`config.mk`:
```
export PLATFORM = sky130hd
export DESIGN_NAME = instruction_fetch
export DESIGN_NICKNAME = d
export VERILOG_FILES = /design/src/rtl/tsp_fetch_pkg.sv /design/src/rtl/fetch_fifo.sv /design/src/rtl/instruction_fetch.sv
export SDC_FILE = /design/constraint.sdc
export NUM_CORES = 1
export LEC_CHECK = 0
export BUFFER_PORTS_ARGS = -buffer_cell sky130_fd_sc_hd__buf_2
export CAP_MARGIN = 20
export CORE_MARGIN = 2
export CORE_UTILIZATION = 30
export DETAILED_ROUTE_END_ITERATION = 8
export HOLD_SLACK_MARGIN = 0.15
export PLACE_DENSITY = 0.51
export SLEW_MARGIN = 40
export SYNTH_ARGS = -nofsm -noshare
export SYNTH_HDL_FRONTEND = slang
export SYNTH_SLANG_ARGS = --single-unit
export TNS_END_PERCENT = 5
```
`constraint.sdc`:
```
create_clock -name clk -period 3.4 [get_ports clk]
set_clock_uncertainty 0.2 [all_clocks]
set_input_delay 0.17 -clock clk [delete_from_list [all_inputs] [get_ports clk]]
set_output_delay 0.17 -clock clk [all_outputs]
set_load 0.01 [all_outputs]
```
`src/rtl/tsp_fetch_pkg.sv`:
```
// Shared types and constants for the fetch stage; the opcode field
// constants are also used by decode.
package tsp_fetch_pkg;

    typedef enum logic [2:0] {
        IDLE,
        FETCH,
        LAST,
        DRAIN,
        DONE
    } fetch_state_t;

    localparam int          OPCODE_MSB = 31;
    localparam int          OPCODE_LSB = 24;
    localparam logic [7:0]  OP_NOP     = 8'h00;

endpackage

```
`src/rtl/fetch_fifo.sv`:
```
// Synchronous show-ahead FIFO with occupancy count. The head word is
// visible whenever the FIFO is non-empty; push and pop may coincide at any
// occupancy, including full.
module fetch_fifo #(
    parameter int WIDTH = 42,
    parameter int DEPTH = 4,
    localparam int PW   = $clog2(DEPTH)
) (
    input  logic             clk,
    input  logic             rst,
    input  logic             flush,
    input  logic             push,
    input  logic [WIDTH-1:0] push_data,
    input  logic             pop,
    output logic [WIDTH-1:0] head_data,
    output logic             empty,
    output logic             full,
    output logic [PW:0]      count
);

    logic [WIDTH-1:0] mem [DEPTH];
    logic [PW-1:0]    rd_ptr;
    logic [PW-1:0]    wr_ptr;
    logic             do_push;
    logic             do_pop;

    assign empty   = (count == '0);
    assign full    = (count == (PW+1)'(DEPTH));
    assign do_pop  = pop && !empty;
    assign do_push = push && (!full || do_pop);

    // Head is masked while empty so the output reads zero after reset.
    assign head_data = empty ? '0 : mem[rd_ptr];

    // NOTE: sequential state uses non-blocking assignments so every register
    // samples pre-edge values regardless of statement order.
    always_ff @(posedge clk or posedge rst) begin
        if (rst) begin
            rd_ptr <= '0;
            wr_ptr <= '0;
            count  <= '0;
        end else if (flush) begin
            rd_ptr <= '0;
            wr_ptr <= '0;
            count  <= '0;
        end else begin
            if (do_push) wr_ptr <= wr_ptr + 1'b1;
            if (do_pop)  rd_ptr <= rd_ptr + 1'b1;
            case ({do_push, do_pop})
                2'b10:   count <= count + 1'b1;
                2'b01:   count <= count - 1'b1;
                default: count <= count;
            endcase
        end
    end

    // NOTE: the storage array has no reset; validity is tracked by count,
    // so stale words are never observable and the array maps to plain RAM.
    always_ff @(posedge clk) begin
        if (do_push && !flush) mem[wr_ptr] <= push_data;
    end

endmodule

```
`src/rtl/instruction_fetch.sv`:
```
// Program sequencer: issues sequential instruction-memory reads from a start
// address and buffers the registered returns for decode with credit control.
module instruction_fetch
    import tsp_fetch_pkg::*;
#(
    parameter int INSTR_WIDTH          = 32,
    parameter int INSTR_MEM_ADDR_WIDTH = 10,
    parameter int FIFO_DEPTH           = 4
) (
    input  logic                            clk,
    input  logic                            rst,
    input  logic                            start,
    input  logic [INSTR_MEM_ADDR_WIDTH-1:0] start_pc,
    input  logic                            abort,
    output logic [INSTR_MEM_ADDR_WIDTH-1:0] mem_addr,
    input  logic [INSTR_WIDTH-1:0]          mem_instr,
    input  logic                            mem_instr_valid,
    output logic [INSTR_WIDTH-1:0]          instr_data,
    output logic [INSTR_MEM_ADDR_WIDTH-1:0] instr_pc,
    output logic                            instr_valid,
    input  logic                            instr_ready,
    output logic                            busy,
    output logic                            done
);

    localparam int AW = INSTR_MEM_ADDR_WIDTH;
    localparam int CW = $clog2(FIFO_DEPTH) + 1;
    localparam int EW = AW + INSTR_WIDTH;

    fetch_state_t     state;
    fetch_state_t     state_n;
    logic [AW-1:0]    pc;
    logic [AW-1:0]    pc_q;
    logic             req_q;
    logic             issue;
    logic             start_go;
    logic             pc_last;
    logic             push;
    logic             pop;
    logic             fifo_empty;
    logic             fifo_full;
    logic [CW-1:0]    fifo_count;
    logic [EW-1:0]    head;

    assign pc_last  = (pc == '1);
    assign start_go = start && !abort && (state == IDLE || state == DONE);

    // Credit counts the read in flight; a pop this cycle is not credited.
    assign issue = (state == FETCH) && !abort
                && (int'(fifo_count) + int'(req_q) < FIFO_DEPTH);

    assign push = req_q && mem_instr_valid && !abort
               && (state == FETCH || state == LAST);
    assign pop  = instr_valid && instr_ready;

    // NOTE: state_n is defaulted before the case so every path assigns it
    // and no latch is inferred.
    always_comb begin
        state_n = state;
        case (state)
            IDLE, DONE: if (start) state_n = FETCH;
            FETCH: begin
                if (req_q && !mem_instr_valid) state_n = DRAIN;
                else if (issue && pc_last)     state_n = LAST;
            end
            LAST:  state_n = DRAIN;
            DRAIN: if (fifo_empty) state_n = DONE;
            default: state_n = IDLE;
        endcase
        if (abort) state_n = IDLE;
    end

    always_ff @(posedge clk or posedge rst) begin
        if (rst) begin
            state <= IDLE;
            pc    <= '0;
            pc_q  <= '0;
            req_q <= 1'b0;
        end else begin
            state <= state_n;
            req_q <= issue;
            if (issue) pc_q <= pc;
            if (start_go)                pc <= start_pc;
            else if (issue && !pc_last)  pc <= pc + 1'b1;
        end
    end

    fetch_fifo #(
        .WIDTH (EW),
        .DEPTH (FIFO_DEPTH)
    ) u_fifo (
        .clk       (clk),
        .rst       (rst),
        .flush     (abort),
        .push      (push),
        .push_data ({pc_q, mem_instr}),
        .pop       (pop),
        .head_data (head),
        .empty     (fifo_empty),
        .full      (fifo_full),
        .count     (fifo_count)
    );

    assign mem_addr    = pc;
    assign instr_valid = !fifo_empty;
    assign instr_data  = head[INSTR_WIDTH-1:0];
    assign instr_pc    = head[EW-1:INSTR_WIDTH];
    assign busy        = (state == FETCH) || (state == LAST) || (state == DRAIN);
    assign done        = (state == DONE);

endmodule
```
Word level (Yosys, flattened, before mapping):

Memories as Yosys holds them, arrays and structs flattened.
Cells that the tools add are included.

* add/subtract/negate cells: 6
* multiplexer cells: 17
* reductions and logical operators: 31
* eq/ne operators: 11
* order comparisons: 1

Operators by type and width (number)
* 42-bit 2-to-1 mux: 1
* 10-bit 2-to-1 mux: 2
* 3-bit 2-to-1 mux: 6
* 1-bit logical AND: 14
* 3-bit case mux with 4 select lines: 1
* 10-bit by 1-bit adder with 10-bit output (second input constant): 1
* 10-bit equality test (second input constant): 1
* 2-bit 2-to-1 mux: 4
* 3-bit by 2-bit equality test with 1-bit output (second input constant): 2
* 3-bit equality test (second input constant): 2
* 3-bit zero test: 2
* 3-bit case mux with 2 select lines: 1
* 2-bit nonzero test: 3
* 1-bit zero test: 5
* 2-bit by 1-bit adder with 2-bit output (second input constant): 2
* 3-bit by 1-bit adder with 4-bit output: 1
* 1-bit logical OR: 4
* 4-bit by 3-bit less-than comparator with 1-bit output (second input constant): 1
* 4-bit by 2-bit inequality test with 1-bit output (second input constant): 1
* 3-bit by 1-bit adder with 3-bit output (second input constant): 1
* 3-bit by 1-bit equality test with 1-bit output (second input constant): 1
* 3-bit by 2-bit inequality test with 1-bit output (second input constant): 1
* 3-bit inequality test (second input constant): 1
* 3-bit AND reduction: 1
* other kinds (6): 7

* input port bits: 48
* memory bits (writable): 168
* word-level logic and storage cells: 74
* flip-flop bits (word level): 31
* memories: 1

Memory list
* u_fifo.mem: words 4, width 42, read ports 1, clocked after memory_dff 0, wr ports 1, line fetch_fifo.sv:21 `logic [WIDTH-1:0] mem [DEPTH];`

Longest topological paths before layout:

* depth in word-level cells: 9
* depth in mapped cells: 9
* gate-level depth less buffers: 8

Hierarchy:

A second synthesis with hierarchy kept.

* cells, all modules: 476
* area, all modules: 8221.6 sq um

By module, submodules not included
* fetch_fifo: sequential area each 5220.0 sq um, area an instance 6890.4 sq um, instances 1, cells an instance 329
* instruction_fetch: sequential area each 600.6 sq um, area an instance 1331.3 sq um, instances 1, cells an instance 147

Least setup slack after synthesis:

OpenSTA, ideal clock, no wires.

* kind: flip-flop to flip-flop
* start: register state[2]
* end: memory u_fifo.mem[1][0], enable pin
* slack: 0.539 ns
* stages on the path, launching flop included: 5
* setup time: 0.403 ns
* data arrival time: 2.257 ns
* buffers on the path: 1
* data required time: 2.797 ns
* cells stage by stage: dfrtp_1 > buf_2 > nand4bb_1 > a311oi_2 > and2_1

* cells in the longest elaborated chain, start to end: 7
* elaborated cells on any way between the ends: 8
* classes of those cells: 2 x eq/ne; 2 x mux; 4 x reduce/logical

Ends and longest elaborated chain
* from (decl): line instruction_fetch.sv:30 `fetch_state_t state;`
* from (signal assigned): line instruction_fetch.sv:80 `state <= state_n;`
* 3-bit by 1-bit equality test with 1-bit output or 3-bit by 2-bit equality test with 1-bit output (tied branches): line instruction_fetch.sv:53 `&& (state == FETCH || state == LAST);`
* 1-bit logical OR (*): line instruction_fetch.sv:53
* 1-bit logical AND (*): line instruction_fetch.sv:53
* 1-bit logical AND (*): line fetch_fifo.sv:30 `assign do_push = push && (!full || do_pop);`
* 1-bit logical AND (*): line fetch_fifo.sv:60 `if (do_push && !flush) mem[wr_ptr] <= push_data;`
* 1-bit 2-to-1 mux (*): line fetch_fifo.sv:60
* 1-bit 2-to-1 mux (not written as such) (*): line fetch_fifo.sv:60
* to (decl): line fetch_fifo.sv:21

Mark *: on every way between the ends. The rest lies on a longest branch, timed or not.

Worst setup path in the final report:

* start: register pc[0] (netlist: mem_addr[0])
* end: register pc[3] (netlist: mem_addr[3])

* cells in the longest elaborated chain, start to end: 4
* elaborated cells on any way between the ends: 7
* classes of those cells: 1 x add/sub; 1 x eq/ne; 2 x mux; 3 x reduce/logical

Ends and longest elaborated chain
* from (decl): line instruction_fetch.sv:32 `logic [AW-1:0] pc;`
* from (signal assigned): line instruction_fetch.sv:83 `if (start_go) pc <= start_pc;`
* from (signal assigned): line instruction_fetch.sv:84 `else if (issue && !pc_last) pc <= pc + 1'b1;`
* parallel branches: the longest is 4 deep, another holds 10-bit by 1-bit adder with 10-bit output

Parallel ways; which one is timed is not known. The select of a mux whose other input is x is not followed.
A chain may end at the register's enable or synchronous reset.

==> impl_results.md <==
- DR iter-0 viols: 229
- Count of pins over their slew limit: 0
- Routed via count: 4605
- CTS max path bufs: 2
- Sw Share: 32.3%
- Main synth FF type: edfxtp_1
- GPL Wtd Cong: roughly 0.76
- Asr flop ratio synth: between 10% and 20%
- Htree depth: 4
- Finish-stage setup viols: 0
- Die W: between 150 and 200 um
- Slew @ Worst Pin: 560 ps
- Sw power: 2.28 mW
- WL/cell: 17.3 um
- CP Depth: 6
- DP Wirelength: 11000 um
- Part of the power in the clock network: 29.6%
- Post-synth EDFFs: 168
- Post-Syn Area per Cell: roughly 17 um2
- Mux share of post-synthesis cell area: between 10 and 15%
- DRC errors left: 0
- WS Path Type: flop to flop
- Cells on worst reg2reg path: 6
- Fill cells: 2463
- Postcts setup bufs: 0
- Crit-path max cell delay: between 500 and 600 ps
- Post-synthesis sequential area ratio: 70.9%
- Worst Path Buf+Inv: 1
- First-pass GRT wire length: 26600 um
- Clock-pin slew on the worst setup and hold paths: roughly 80 ps
- Yosys warns: 0
- CP Max Fanout: 10
- Synth top area cells: edfxtp_1 61%, mux4_2 12%, dfrtp_1 9.4%, and2_1 3.7%, nand2_1 2.1%
- Initial antenna violation count: 0
- # IOs: 103
- Vias in the first global route: around 4800
- CP top delay family: simple AND/OR/NAND/NOR gates
- Antenna viol nets, final: 0
- Area grow syn2layout: 25.9%
- Hold depth: 4
- Share of layout cells above drive strength 1: 32.1%
- Final nets: a little under 700
- Largest family of logic cells by synthesized area: multiplexers
- Crit start category: flop
- Synth top area share: 61.4%
- Sequential cell fraction of total power: a little under half
- Int Pwr: about 4.8 mW
- CTS tree: built
- Max Clock Freq: between 0.3 and 0.4 GHz
- Final Critical Period: 2750 ps
- Total global-route track usage: 12.2%
- Yosys top cell by area: edfxtp_1
- ANT cells: 0
- Final Hold Viols: 0
- Fin crit share: between 80% and 90%
- Final TNS setup: 0 ps
- Total Power: 7.04 mW
- Via density: 4.66
- Gr ovfl total: 0
- Comb pwr share: 25.0%
- Flops & latches, synth: 199
- Starting density of the core: 30.5%
- Power per cell area: 681 mW/mm2
- Site Rows: 60
- Hold Path Class: input port to flop
- Root Driver: clkbuf_16
- Post-Syn Area: 0.00821 mm2
- Clock Sinks: 199
- Leakage: 3.70 nW
- Die Ht: 169 um
- RSZ-0062 raised after global routing: no
- Post-synthesis compound-gate area fraction: 3.37%
- CP endpoint kind: flop
- Status: finished clean
- Peak supply drop: 0.332 mV
- Die ar.: about 0.029 mm2
- Synth Area in Simple Gates: 9.84%
- Syn Nets: 528
- # Max-Cap Violations: 0
- Crit-path cells: ha_1 -> and4_4 -> and4_1 -> or4_1 -> nand3_1 -> dlygate4sd3_1
- First drt pass iteration count: 5
- Cells after Synth: around 470
- Clock Latency Late Sink: 430 ps
- Xor/xnor share of the synthesized area: 0.518%
- Arrival time at the worst endpoint: 2920 ps
- IO buf count: between 100 and 150
- Slowest cell on the critical path: or4_1
- Largest net degree at the start of global routing: 45
- Core ar.: 0.0270 mm2
- Worst endpoint required time: 3570 ps
- Adder-Cell Fraction of Synth Area: 1.01%
- DRT Wirelength: 17100 um
- CTS buffer count: 17
- Library cells used by synthesis: 57
- Rel. slew slack: 62.6%
sequential cells by signal (all words and copies together) (netlist names):
| register | cells |
|---|---|
| u_fifo.mem | 168 |
| pc_q | 10 |
| mem_addr | 10 |
| u_fifo.wr_ptr | 2 |
| state | 3 |
| u_fifo.count | 3 |
| u_fifo.rd_ptr | 2 |
| req_q | 1 |
cell usage in the layout (no fill, tap or decap), types with 5 or more instances in the layout:
cell type      netlist  layout
a31oi_1              6       6
dfrtp_1             31      29
inv_12               0       5
buf_4                1       6
nor2_1              12      12
dlygate4sd3_1        0      54
buf_12               0       5
o21ai_0              8       8
nand3_1             10      10
buf_2               12     102
clkbuf_16            0      17
inv_1                9       9
and2_1              48      44
mux4_2              42      42
nand2_1             46      46
ha_1                 5       5
edfxtp_1           168     168
power groups by stage:
stage               logic, mW  registers (mW)  clock network (mW)
floorplan                1.22            3.07                   0
global placement         1.69            3.22                   0
detailed placement       1.70            3.25                   0
CTS                      1.79            3.20                2.14
global route             1.94            3.24                2.24
finish                   1.76            3.20                2.08
synth_stat cells (4+ instances only):
master and number:
and3_1 4, mux2i_1 4, nand2_1 46, ha_1 5, o21ai_0 8, buf_2 12, clkbuf_1 11, mux4_2 42
nor2_1 12, inv_1 9, nand3_1 10, a31oi_1 6, o211ai_1 4, dfrtp_1 31, edfxtp_1 168, and2_1 48
per-stage QoR:
| step | hold WS [ps] | utilization [%] | worst slack (ps) | area [um2] | cells |
|---|---|---|---|---|---|
| CTS | 254 | 38.4 | 642 | 10300 | 988 |
| detailed placement | 76.4 | 34.0 | 650 | 9170 | 902 |
| finish | 277 | 38.4 | 654 | 10300 | 988 |
| global route | 276 | 38.4 | 510 | 10300 | 988 |
| floorplan | 68.9 | - | 539 | 8210 | 474 |
| global placement | 67.9 | 34.0 | 710 | 9170 | 902 |
area by class of cell:
cell class,count,area (um2),share of cell area [%]
Multi-Input combinational cell,238,2220,21.5
Inverter,11,41.3,0.399
Clock inverter,15,204,1.97
Clock buffer,17,425,4.11
Sequential cell,199,5830,56.3
Timing Repair Buffer,167,1200,11.6
Tap cell,341,427,4.13
per-layer routing:
| metal | share of wire, % | vias to the layer above | GRT usage, % |
|---|---|---|---|
| li1 | - | 2158 | - |
| met1 | 46 | 2292 | 16.2 |
| met2 | 48 | 142 | 20.2 |
| met3 | 4.7 | 13 | 2.82 |
| met4 | 0.84 | 0 | 3.16 |
| met5 | 0 | - | 0 |
worst paths after layout:
check / startpoint / endpoint / slack (ps)
max in group asynchronous: rst / u_fifo.rd_ptr[0] / 1960
setup / recovery: mem_addr[0] / mem_addr[3] / 650
min in group asynchronous: rst / mem_addr[1] / 710
hold reg to reg: pc_q[0] / u_fifo.mem[2][32] / 330
setup reg to reg: mem_addr[0] / mem_addr[3] / 650
hold / removal: start_pc[2] / mem_addr[2] / 280
repair_timing:
item,CTS,global route
hold buffers,54,0
gates resized for setup,0,0
endpoints found under the hold margin,179,0
tightest hold or removal path, delay by kind of cell:
family          cells  cell delay [ps]
simple gates        1               40
buf+inv             2              600
compound gates      1               60
kinds of logic after synthesis:
logic type      Yosys count
flops                   199
simple gates            142
mux                      48
compound gates           38
buf+inv                  37
fa+ha+maj                 6
xor+xnor                  4
(Power assumes the default switching activity.)
